File: config.mk
export PLATFORM = sky130hd
export DESIGN_NAME = program_sequencer_flat
export DESIGN_NICKNAME = d
export VERILOG_FILES = /design/src/rtl/cpu_pkg.sv /design/src/rtl/program_sequencer_if.sv /design/src/rtl/sat_counter.sv /design/src/rtl/program_sequencer.sv /design/src/flat_wrapper.sv
export SDC_FILE = /design/constraint.sdc
export NUM_CORES = 1
export LEC_CHECK = 0
export ABC_AREA = 1
export CAP_MARGIN = 20
export CORE_AREA = 2 2 87 89
export DETAILED_ROUTE_END_ITERATION = 6
export DIE_AREA = 0 0 89 91
export PLACE_DENSITY_LB_ADDON = 0.2
export SLEW_MARGIN = 15
export SYNTH_ARGS = -nofsm -noshare
export SYNTH_HDL_FRONTEND = slang
export SYNTH_HIERARCHICAL = 1
export SYNTH_SLANG_ARGS = --single-unit
File: constraint.sdc
create_clock -name clk -period 1.6 [get_ports clk]
set_clock_uncertainty 0.1 [all_clocks]
set_input_delay 0.48 -clock clk [delete_from_list [all_inputs] [get_ports clk]]
set_output_delay 0.48 -clock clk [all_outputs]
set_load 0.02 [all_outputs]
File: src/rtl/cpu_pkg.sv
// Shared CPU types and constants.
// Sequencer state encoding lives here so the datapath can decode it too.
package cpu_pkg;

    localparam int INSTR_WIDTH = 9;
    localparam int OP_WIDTH    = 3;
    localparam int NUM_REGS    = 12;
    localparam int REG_WIDTH   = 8;

    typedef enum logic [2:0] {
        IDLE,
        FETCH,
        LOAD,
        EXEC,
        DONE
    } seq_state_t;

    function automatic logic is_active(seq_state_t s);
        return (s == FETCH) || (s == LOAD) || (s == EXEC);
    endfunction

endpackage

File: src/rtl/program_sequencer_if.sv
// Instruction-memory and datapath bundle around the sequencer.
// master = sequencer side, slave = memory/decoder side.
interface program_sequencer_if #(
    parameter int PC_WIDTH    = 10,
    parameter int INSTR_WIDTH = 9
) ();

    logic                   imem_rd;
    logic [PC_WIDTH-1:0]    imem_addr;
    logic [INSTR_WIDTH-1:0] imem_data;
    logic [INSTR_WIDTH-1:0] ir;
    logic                   exec_en;
    logic                   stall;
    logic                   halt_req;
    logic                   branch_taken;
    logic [PC_WIDTH-1:0]    branch_target;

    modport master (
        output imem_rd,
        output imem_addr,
        output ir,
        output exec_en,
        input  imem_data,
        input  stall,
        input  halt_req,
        input  branch_taken,
        input  branch_target
    );

    modport slave (
        input  imem_rd,
        input  imem_addr,
        input  ir,
        input  exec_en,
        output imem_data,
        output stall,
        output halt_req,
        output branch_taken,
        output branch_target
    );

endinterface

File: src/rtl/sat_counter.sv
// Saturating up-counter with synchronous clear.
// Clear wins over enable; the count sticks at all-ones.
module sat_counter #(
    parameter int WIDTH = 16
) (
    input  logic             clk,
    input  logic             rst_n,
    input  logic             clr,
    input  logic             en,
    output logic [WIDTH-1:0] count
);

    always_ff @(posedge clk) begin
        if (!rst_n) begin
            count <= '0;
        end else if (clr) begin
            count <= '0;
        end else if (en && (count != {WIDTH{1'b1}})) begin
            count <= count + WIDTH'(1);
        end
    end

endmodule

File: src/rtl/program_sequencer.sv
// Fetch/execute controller: owns pc and ir, runs start/halt.
// Outputs are registered alongside the state they belong to.
module program_sequencer #(
    parameter int PC_WIDTH    = 10,
    parameter int INSTR_WIDTH = 9,
    parameter int CNT_WIDTH   = 16
) (
    input  logic                 clk,
    input  logic                 rst_n,
    input  logic                 start,
    program_sequencer_if.master  bus,
    output logic                 halt,
    output logic [CNT_WIDTH-1:0] cycle_count,
    output logic [CNT_WIDTH-1:0] instr_count
);

    import cpu_pkg::*;

    seq_state_t             state;
    logic [PC_WIDTH-1:0]    pc;
    logic [INSTR_WIDTH-1:0] ir;
    logic                   start_q;
    logic                   imem_rd;
    logic                   exec_en;
    logic                   active;
    logic                   retire;

    assign active = is_active(state);
    assign retire = (state == EXEC) && !bus.stall;

    assign bus.imem_rd   = imem_rd;
    assign bus.imem_addr = pc;
    assign bus.ir        = ir;
    assign bus.exec_en   = exec_en;

    always_ff @(posedge clk) begin
        if (!rst_n) begin
            state   <= IDLE;
            pc      <= '0;
            ir      <= '0;
            start_q <= 1'b0;
            imem_rd <= 1'b0;
            exec_en <= 1'b0;
            halt    <= 1'b0;
        end else begin
            start_q <= start;
            if (start) begin
                // abort from any state; ir is left as-is
                state   <= IDLE;
                pc      <= '0;
                imem_rd <= 1'b0;
                exec_en <= 1'b0;
                halt    <= 1'b0;
            end else begin
                unique case (state)
                    IDLE: begin
                        if (start_q) begin
                            state   <= FETCH;
                            imem_rd <= 1'b1;
                        end
                    end
                    FETCH: begin
                        state   <= LOAD;
                        imem_rd <= 1'b0;
                    end
                    LOAD: begin
                        ir      <= bus.imem_data;
                        state   <= EXEC;
                        exec_en <= 1'b1;
                    end
                    EXEC: begin
                        if (bus.stall) begin
                            state <= EXEC;
                        end else if (bus.halt_req) begin
                            state   <= DONE;
                            exec_en <= 1'b0;
                            halt    <= 1'b1;
                        end else begin
                            pc      <= bus.branch_taken ?
                                       bus.branch_target :
                                       pc + PC_WIDTH'(1);
                            state   <= FETCH;
                            exec_en <= 1'b0;
                            imem_rd <= 1'b1;
                        end
                    end
                    DONE: begin
                        state <= DONE;
                    end
                    default: begin
                        state   <= IDLE;
                        imem_rd <= 1'b0;
                        exec_en <= 1'b0;
                    end
                endcase
            end
        end
    end

    sat_counter #(
        .WIDTH(CNT_WIDTH)
    ) u_cycle_cnt (
        .clk  (clk),
        .rst_n(rst_n),
        .clr  (start),
        .en   (active),
        .count(cycle_count)
    );

    sat_counter #(
        .WIDTH(CNT_WIDTH)
    ) u_instr_cnt (
        .clk  (clk),
        .rst_n(rst_n),
        .clr  (start),
        .en   (retire),
        .count(instr_count)
    );

endmodule
File: src/flat_wrapper.sv
// flat-port wrapper written by rule: the top's interface ports become plain ports
module program_sequencer_flat import cpu_pkg::*;
#(
    parameter int PC_WIDTH    = 10,
    parameter int INSTR_WIDTH = 9,
    parameter int CNT_WIDTH   = 16
)
  (clk, rst_n, start, halt, cycle_count, instr_count, bus_imem_rd, bus_imem_addr, bus_ir, bus_exec_en, bus_imem_data, bus_stall, bus_halt_req, bus_branch_taken, bus_branch_target);
  program_sequencer_if #(.PC_WIDTH(PC_WIDTH), .INSTR_WIDTH(INSTR_WIDTH)) bus_i ();
  input  logic clk;
  input  logic rst_n;
  input  logic start;
  output logic halt;
  output logic [CNT_WIDTH-1:0] cycle_count;
  output logic [CNT_WIDTH-1:0] instr_count;
  output wire logic [$bits(bus_i.imem_rd)-1:0] bus_imem_rd;
  output wire logic [$bits(bus_i.imem_addr)-1:0] bus_imem_addr;
  output wire logic [$bits(bus_i.ir)-1:0] bus_ir;
  output wire logic [$bits(bus_i.exec_en)-1:0] bus_exec_en;
  input wire logic [$bits(bus_i.imem_data)-1:0] bus_imem_data;
  input wire logic [$bits(bus_i.stall)-1:0] bus_stall;
  input wire logic [$bits(bus_i.halt_req)-1:0] bus_halt_req;
  input wire logic [$bits(bus_i.branch_taken)-1:0] bus_branch_taken;
  input wire logic [$bits(bus_i.branch_target)-1:0] bus_branch_target;
  assign bus_imem_rd = bus_i.imem_rd;
  assign bus_imem_addr = bus_i.imem_addr;
  assign bus_ir = bus_i.ir;
  assign bus_exec_en = bus_i.exec_en;
  assign bus_i.imem_data = bus_imem_data;
  assign bus_i.stall = bus_stall;
  assign bus_i.halt_req = bus_halt_req;
  assign bus_i.branch_taken = bus_branch_taken;
  assign bus_i.branch_target = bus_branch_target;
  program_sequencer #(.PC_WIDTH(PC_WIDTH), .INSTR_WIDTH(INSTR_WIDTH), .CNT_WIDTH(CNT_WIDTH)) u_core (.clk(clk), .rst_n(rst_n), .start(start), .bus(bus_i), .halt(halt), .cycle_count(cycle_count), .instr_count(instr_count));
endmodule
[After elaboration in Yosys (flattened, before gate mapping)]
Cells that the tools add are included.
Cells by class
  $add $sub $neg: 3
  multiplexer cells: 11
  bitwise logic cells: 6
  reductions and logical operators: 15
  eq/ne operators: 9
Operators by type and width (number)
  16-bit by 1-bit adder with 16-bit output, second input constant: 2
  16-bit inequality test, second input constant: 2
  3-bit one-hot mux with 5 select lines: 1
  10-bit by 1-bit adder with 10-bit output, second input constant: 1
  10-bit two-way mux: 1
  3-bit two-way mux: 3
  3-bit by 2-bit == test with 1-bit output, second input constant: 2
  1-bit inverter: 6
  1-bit one-hot mux with 3 select lines: 2
  3-bit AND reduction: 2
  1-bit two-way mux: 4
  2-bit inequality test, second input constant: 2
  2-bit AND reduction: 2
  4-bit AND reduction: 1
  2-bit OR reduction: 2
  3-bit by 1-bit == test with 1-bit output, second input constant: 1
  3-bit == test, second input constant: 1
  1-bit logical AND: 3
  3-bit logical NOT: 1
  3-bit OR reduction: 1
  1-bit logical OR: 2
  2-bit by 1-bit inequality test with 1-bit output, second input constant: 1
  1-bit logical NOT: 1
Word-level totals
  input port bits: 25
  flip-flop bits (word level): 58

[Depth between registers and ports, before layout]
  word-level depth: 4
  mapped depth: 13
  gate-level depth less buffers: 13

[By module]
The synthesis kept the hierarchy.
By module, submodules not included
  sat_counter: sequential area each 320.3 µm², cells an instance 153, area each 910.9 µm², instances 2
  program_sequencer: sequential area each 520.5 µm², cells an instance 188, area each 1272.5 µm², instances 1

[Worst setup path before layout]
Ideal clock, no wire load.
  path kind: register to register
  from: register u_core.state[1]
  to: register u_core.u_instr_cnt.count[8]
  cell stages (with the launch flop): 14
  slack: 2 ps
  path buffers: 0
  library setup time: 113 ps
  required time: 1387 ps
  arrival: 1385 ps
  path through: dfxtp_1 -> inv_2 -> nor2_4 -> nand2_2 -> nor2_1 -> nand2_1 -> inv_1 -> nand2_1 -> inv_1 -> nand2_1 -> nor2_1 -> nand2_1 -> nand2_1 -> nor2_1
Between the ends
  word-level cells in the longest chain between the ends: 3
RTL lines
  start, declared: line program_sequencer.sv:19  | seq_state_t state;
  start signal, assigned: line program_sequencer.sv:38  | state <= IDLE;
  start signal, assigned: line program_sequencer.sv:49  | state <= IDLE;
  start signal, assigned: line program_sequencer.sv:58  | state <= FETCH;
  3-bit by 2-bit == test with 1-bit output: line program_sequencer.sv:29  | assign retire = (state == EXEC) && !bus.stall;
  1-bit logical AND: line program_sequencer.sv:29
  net u_core.retire: line program_sequencer.sv:26  | logic retire;
  1-bit logical AND: line sat_counter.sv:18  | end else if (en && (count != {WIDTH{1'b1}})) begin
  end signal, assigned: line sat_counter.sv:19  | count <= count + WIDTH'(1);
  end, declared: line sat_counter.sv:10  | output logic [WIDTH-1:0] count
The timed path passes the listed nets, and every way through them passes these cells.
A chain may end at the register's enable or synchronous reset.

[Worst setup path in the final report]
  from: register u_core.u_cycle_cnt.count[9]
  to: output port cycle_count[9]
RTL lines
  start, declared: line sat_counter.sv:10
  start signal, assigned: line sat_counter.sv:19
  end, declared: line flat_wrapper.sv:14  | output logic [CNT_WIDTH-1:0] cycle_count;
No word-level cell between the ends.

==> summary.txt <==
Global route
  • Global Route Usage Sum: 0.215
  • First-pass GRT wire length: 14,200 µm
  • Largest net degree at the start of global routing: 21
  • Congestion Overflow GR: 0
  • Vias in the first global route: between 3,000 and 4,000
  • Initial antenna violation count: 0

Placed design
  • Cells after DPL: 730
  • DP HPWL: 6280 µm
  • RePlAce Congestion: a little over 0.9
  • Input/output buffers: about 80

Synthesis
  • Post-synth EDFFs: 0
  • Top cells by area, synth: dfxtp_1 (38%), nor2_1 (15%), nand2_1 (13%)
  • Syn avg cell area: around 6.3 µm²
  • Yosys warning count: 6
  • Syn nets: around 520
  • Sequential-to-total area share from yosys stat: 0.375
  • Synthesized instance count: 494
  • Largest family of logic cells by synthesized area: simple AND/OR/NAND/NOR gates
  • Leading area contributor after synthesis: dfxtp_1
  • Mux contribution to synthesized area: 0.00323
  • Asr flop ratio synth: 0
  • Post-Synthesis Cell Area: 3090 µm²
  • Distinct cells, synth: 27
  • Post-Synth XOR/XNOR Area: 0.00283
  • Simple-gate share of the synthesized area: 0.417
  • Compound-Gate Fraction of Synth Area: 0.115
  • Flip-flop and latch count after synthesis: 58
  • Top FF cell, synth: dfxtp_1
  • Post-synthesis adder-cell area fraction: 0.0121
  • Area share of the largest cell type after synthesis: 0.375

Detailed routing
  • 1st-iter DRT viols: ~180
  • DRT Pass-1 Iters: 5
  • Final Routed Wirelength: 8600 µm
  • WL per Instance: about 11 µm
  • # DRC: 0
  • Vias: 3,615
  • Vias per cell: 4.83
  • Antenna-violating nets left: 0

Cells and area
  • Fill cells: 673
  • Share of cells above drive strength 1: 0.262
  • Final nets: 673
  • Area growth syn-to-layout: 51.9%
  • Seq. cell area: 1170 µm²
  • Antenna diodes: 0
  • Area of the multi-input gates: between 1500 and 2000 µm²
  • Final Non-Filler Cells: 749
  • Final Core Density: 0.659

Critical path
  • CP max stage delay: around 0.34 ns
  • WS Path Type: register to primary output
  • Worst flop-to-flop path startpoint: u_core/state[1]
  • Crit end category: primary output
  • WP buf/inv: 1
  • Instance count on the critical path: 1
  • CP Cell Sequence: clkdlybuf4s15_1
  • Worst R2R Path Depth: 12
  • CP Max Fanout: 2
  • Slowest-stage cell, CP: dfxtp_1
  • Critical path's top delay family: flip-flops
  • Worst reg-to-reg setup slack: roughly 0.070 ns
  • Worst setup path end: cycle_count[9]
  • Crit start category: register
  • Critical path arrival: 0.98 ns
  • Capturing point of the worst reg2reg path: u_core/u_instr_cnt/count[6]
  • Critical Path Start: u_core/u_cycle_cnt/count[9]
  • Critical Path RT: 1.02 ns

Timing
  • Period utilization: 0.972
  • Final Hold Viols: 0
  • Unrepaired setup endpoints after global routing: true
  • Tmin final: 1.56 ns
  • Setup violators final: 0
  • Slew at the pin closest to its max-slew limit: ~0.35 ns
  • Fmax achieved: ~640 MHz
  • Worst slew margin: 0.762
  • Slew Limit Fails: 0

CTS
  • CTS buffer count: 9
  • CTS tree: built
  • CTS HTree Levels: 3
  • Clock Sink Count: slightly below 60
  • Clock Tree Buf Depth: 2
  • Clock Pin Slew Worst Setup and Hold Paths: roughly 0.070 ns
  • Clock tree root driver cell: clkbuf_8
  • Clk_lat worst skew: 0.33 ns

Power
  • Total chip power: 3.37 mW
  • Cell internal pwr: approximately 2.7 mW
  • Flop pwr share: 0.432
  • Switch share: 0.206
  • Comb pwr share: 0.065
  • PwrDens: 718 nW/µm²
  • Clk pwr share: 0.504
  • P_sw: between 0.6 and 0.7 mW
  • Leakage: 1.94 nW
  • Peak supply drop: 0.000435 V

Floorplan
  • Core box area: 7140 µm²
  • Die height: 91 µm
  • Ports: 79
  • FP Rows: 31
  • Initial Util: 0.434
  • DIE AREA: 8100 µm²
  • Die width: slightly below 90 µm

Status
  • Status: finished, final reports clean

Hold path
  • Hold Crit Class: register to register

Job
  • Max_cap viols: 0
==> cell families after synthesis <==
| family | after synthesis |
|---|---|
| simple gates | 305 |
| compound gates | 69 |
| flops | 58 |
| buf+inv | 57 |
| fa+ha+maj | 3 |
| xor+xnor | 1 |
| mux | 1 |
==> flip-flops by register name, indices dropped and copies added, names as in the netlist <==
signal and count:
u_core/bus.imem_rd 1, u_core/bus.exec_en 1, u_core/start_q 1, u_core/u_cycle_cnt/count 16, u_core/bus.ir 9, u_core/state 3, u_core/halt 1, u_core/u_instr_cnt/count 16
u_core/bus.imem_addr 10
==> Yosys cell counts (3+ instances only) <==
| library cell | number |
|---|---|
| o21ai_0 | 23 |
| nand4_1 | 9 |
| nand3_1 | 35 |
| inv_2 | 4 |
| buf_2 | 7 |
| o21ai_1 | 6 |
| nor2_1 | 127 |
| a21oi_1 | 37 |
| nand2_2 | 3 |
| nand3b_1 | 6 |
| nand2_1 | 111 |
| ha_1 | 3 |
| dfxtp_1 | 58 |
| nor2_2 | 8 |
| inv_1 | 42 |
==> routing by layer <==
layer  global-route usage  part of all wire  vias up
li1                     -                 -     1882
met4               0.0883             0.012        0
met3               0.0627             0.069       13
met1                0.263              0.44     1600
met5                    0                 0        -
met2                0.350              0.47      120
==> how the worst min path moves through the flow <==
stage / cells past startpoint / endpoint / start
global route: 2 / u_core/bus.imem_rd / u_core/bus.imem_rd
CTS: 2 / u_core/halt / u_core/halt
global placement: 2 / u_core/halt / u_core/halt
finish: 2 / u_core/halt / u_core/halt
floorplan: 2 / u_core/bus.imem_rd / u_core/bus.imem_rd
detailed placement: 2 / u_core/halt / u_core/halt
==> stage by stage <==
step / instance area (µm²) / hold WS (ns) / setup TNS [ns] / setup WS (ns)
2_1_floorplan: 3090 / 0.422 / 0 / 0.00205
3_3_place_gp: 4470 / 0.342 / -11.12 / -0.381
3_5_place_dp: 4470 / 0.343 / -13.18 / -0.458
4_1_cts: 4730 / 0.351 / 0 / 0.00194
5_1_grt: 4700 / 0.395 / -0.112 / -0.0210
6_report: 4700 / 0.347 / 0 / 0.0448
==> cell usage in the layout, fill, tap and decap left out, types with 9 or more instances in the layout <==
master	netlist	layout
clkdlybuf4s15_1	0	19
clkbuf_2	0	26
nor2_1	127	113
buf_4	0	73
nand2_1	111	108
a21oi_1	37	36
o21ai_0	23	23
nor2_2	8	19
clkdlybuf4s50_1	0	22
dfxtp_1	58	53
nand4_1	9	9
inv_1	42	41
clkbuf_8	0	11
nand3_1	35	35
==> final cells by class <==
cell class                 instances  share of cell area
clock inverter                     5              0.0213
clock buffer                      11              0.0322
inverter                          46              0.0367
sequential                        58               0.249
tap                               99              0.0264
multi-input combinational        379               0.379
timing repair buffer             151               0.255
==> power groups by stage <==
stage,logic [mW],clock network [mW],registers (mW)
floorplan,0.0842,0,1.50
global placement,0.212,0,1.49
detailed placement,0.214,0,1.49
CTS,0.217,1.73,1.46
global route,0.245,1.80,1.46
finish,0.218,1.70,1.46
==> timing repair <==
item	4_1_cts	5_1_grt
hold buffers	0	0
pin swaps	2	4
buffers inserted	2	1
endpoints found under the setup margin	70	80
gates resized for setup	97	77
No activity file was read; power rests on OpenSTA's default activity.
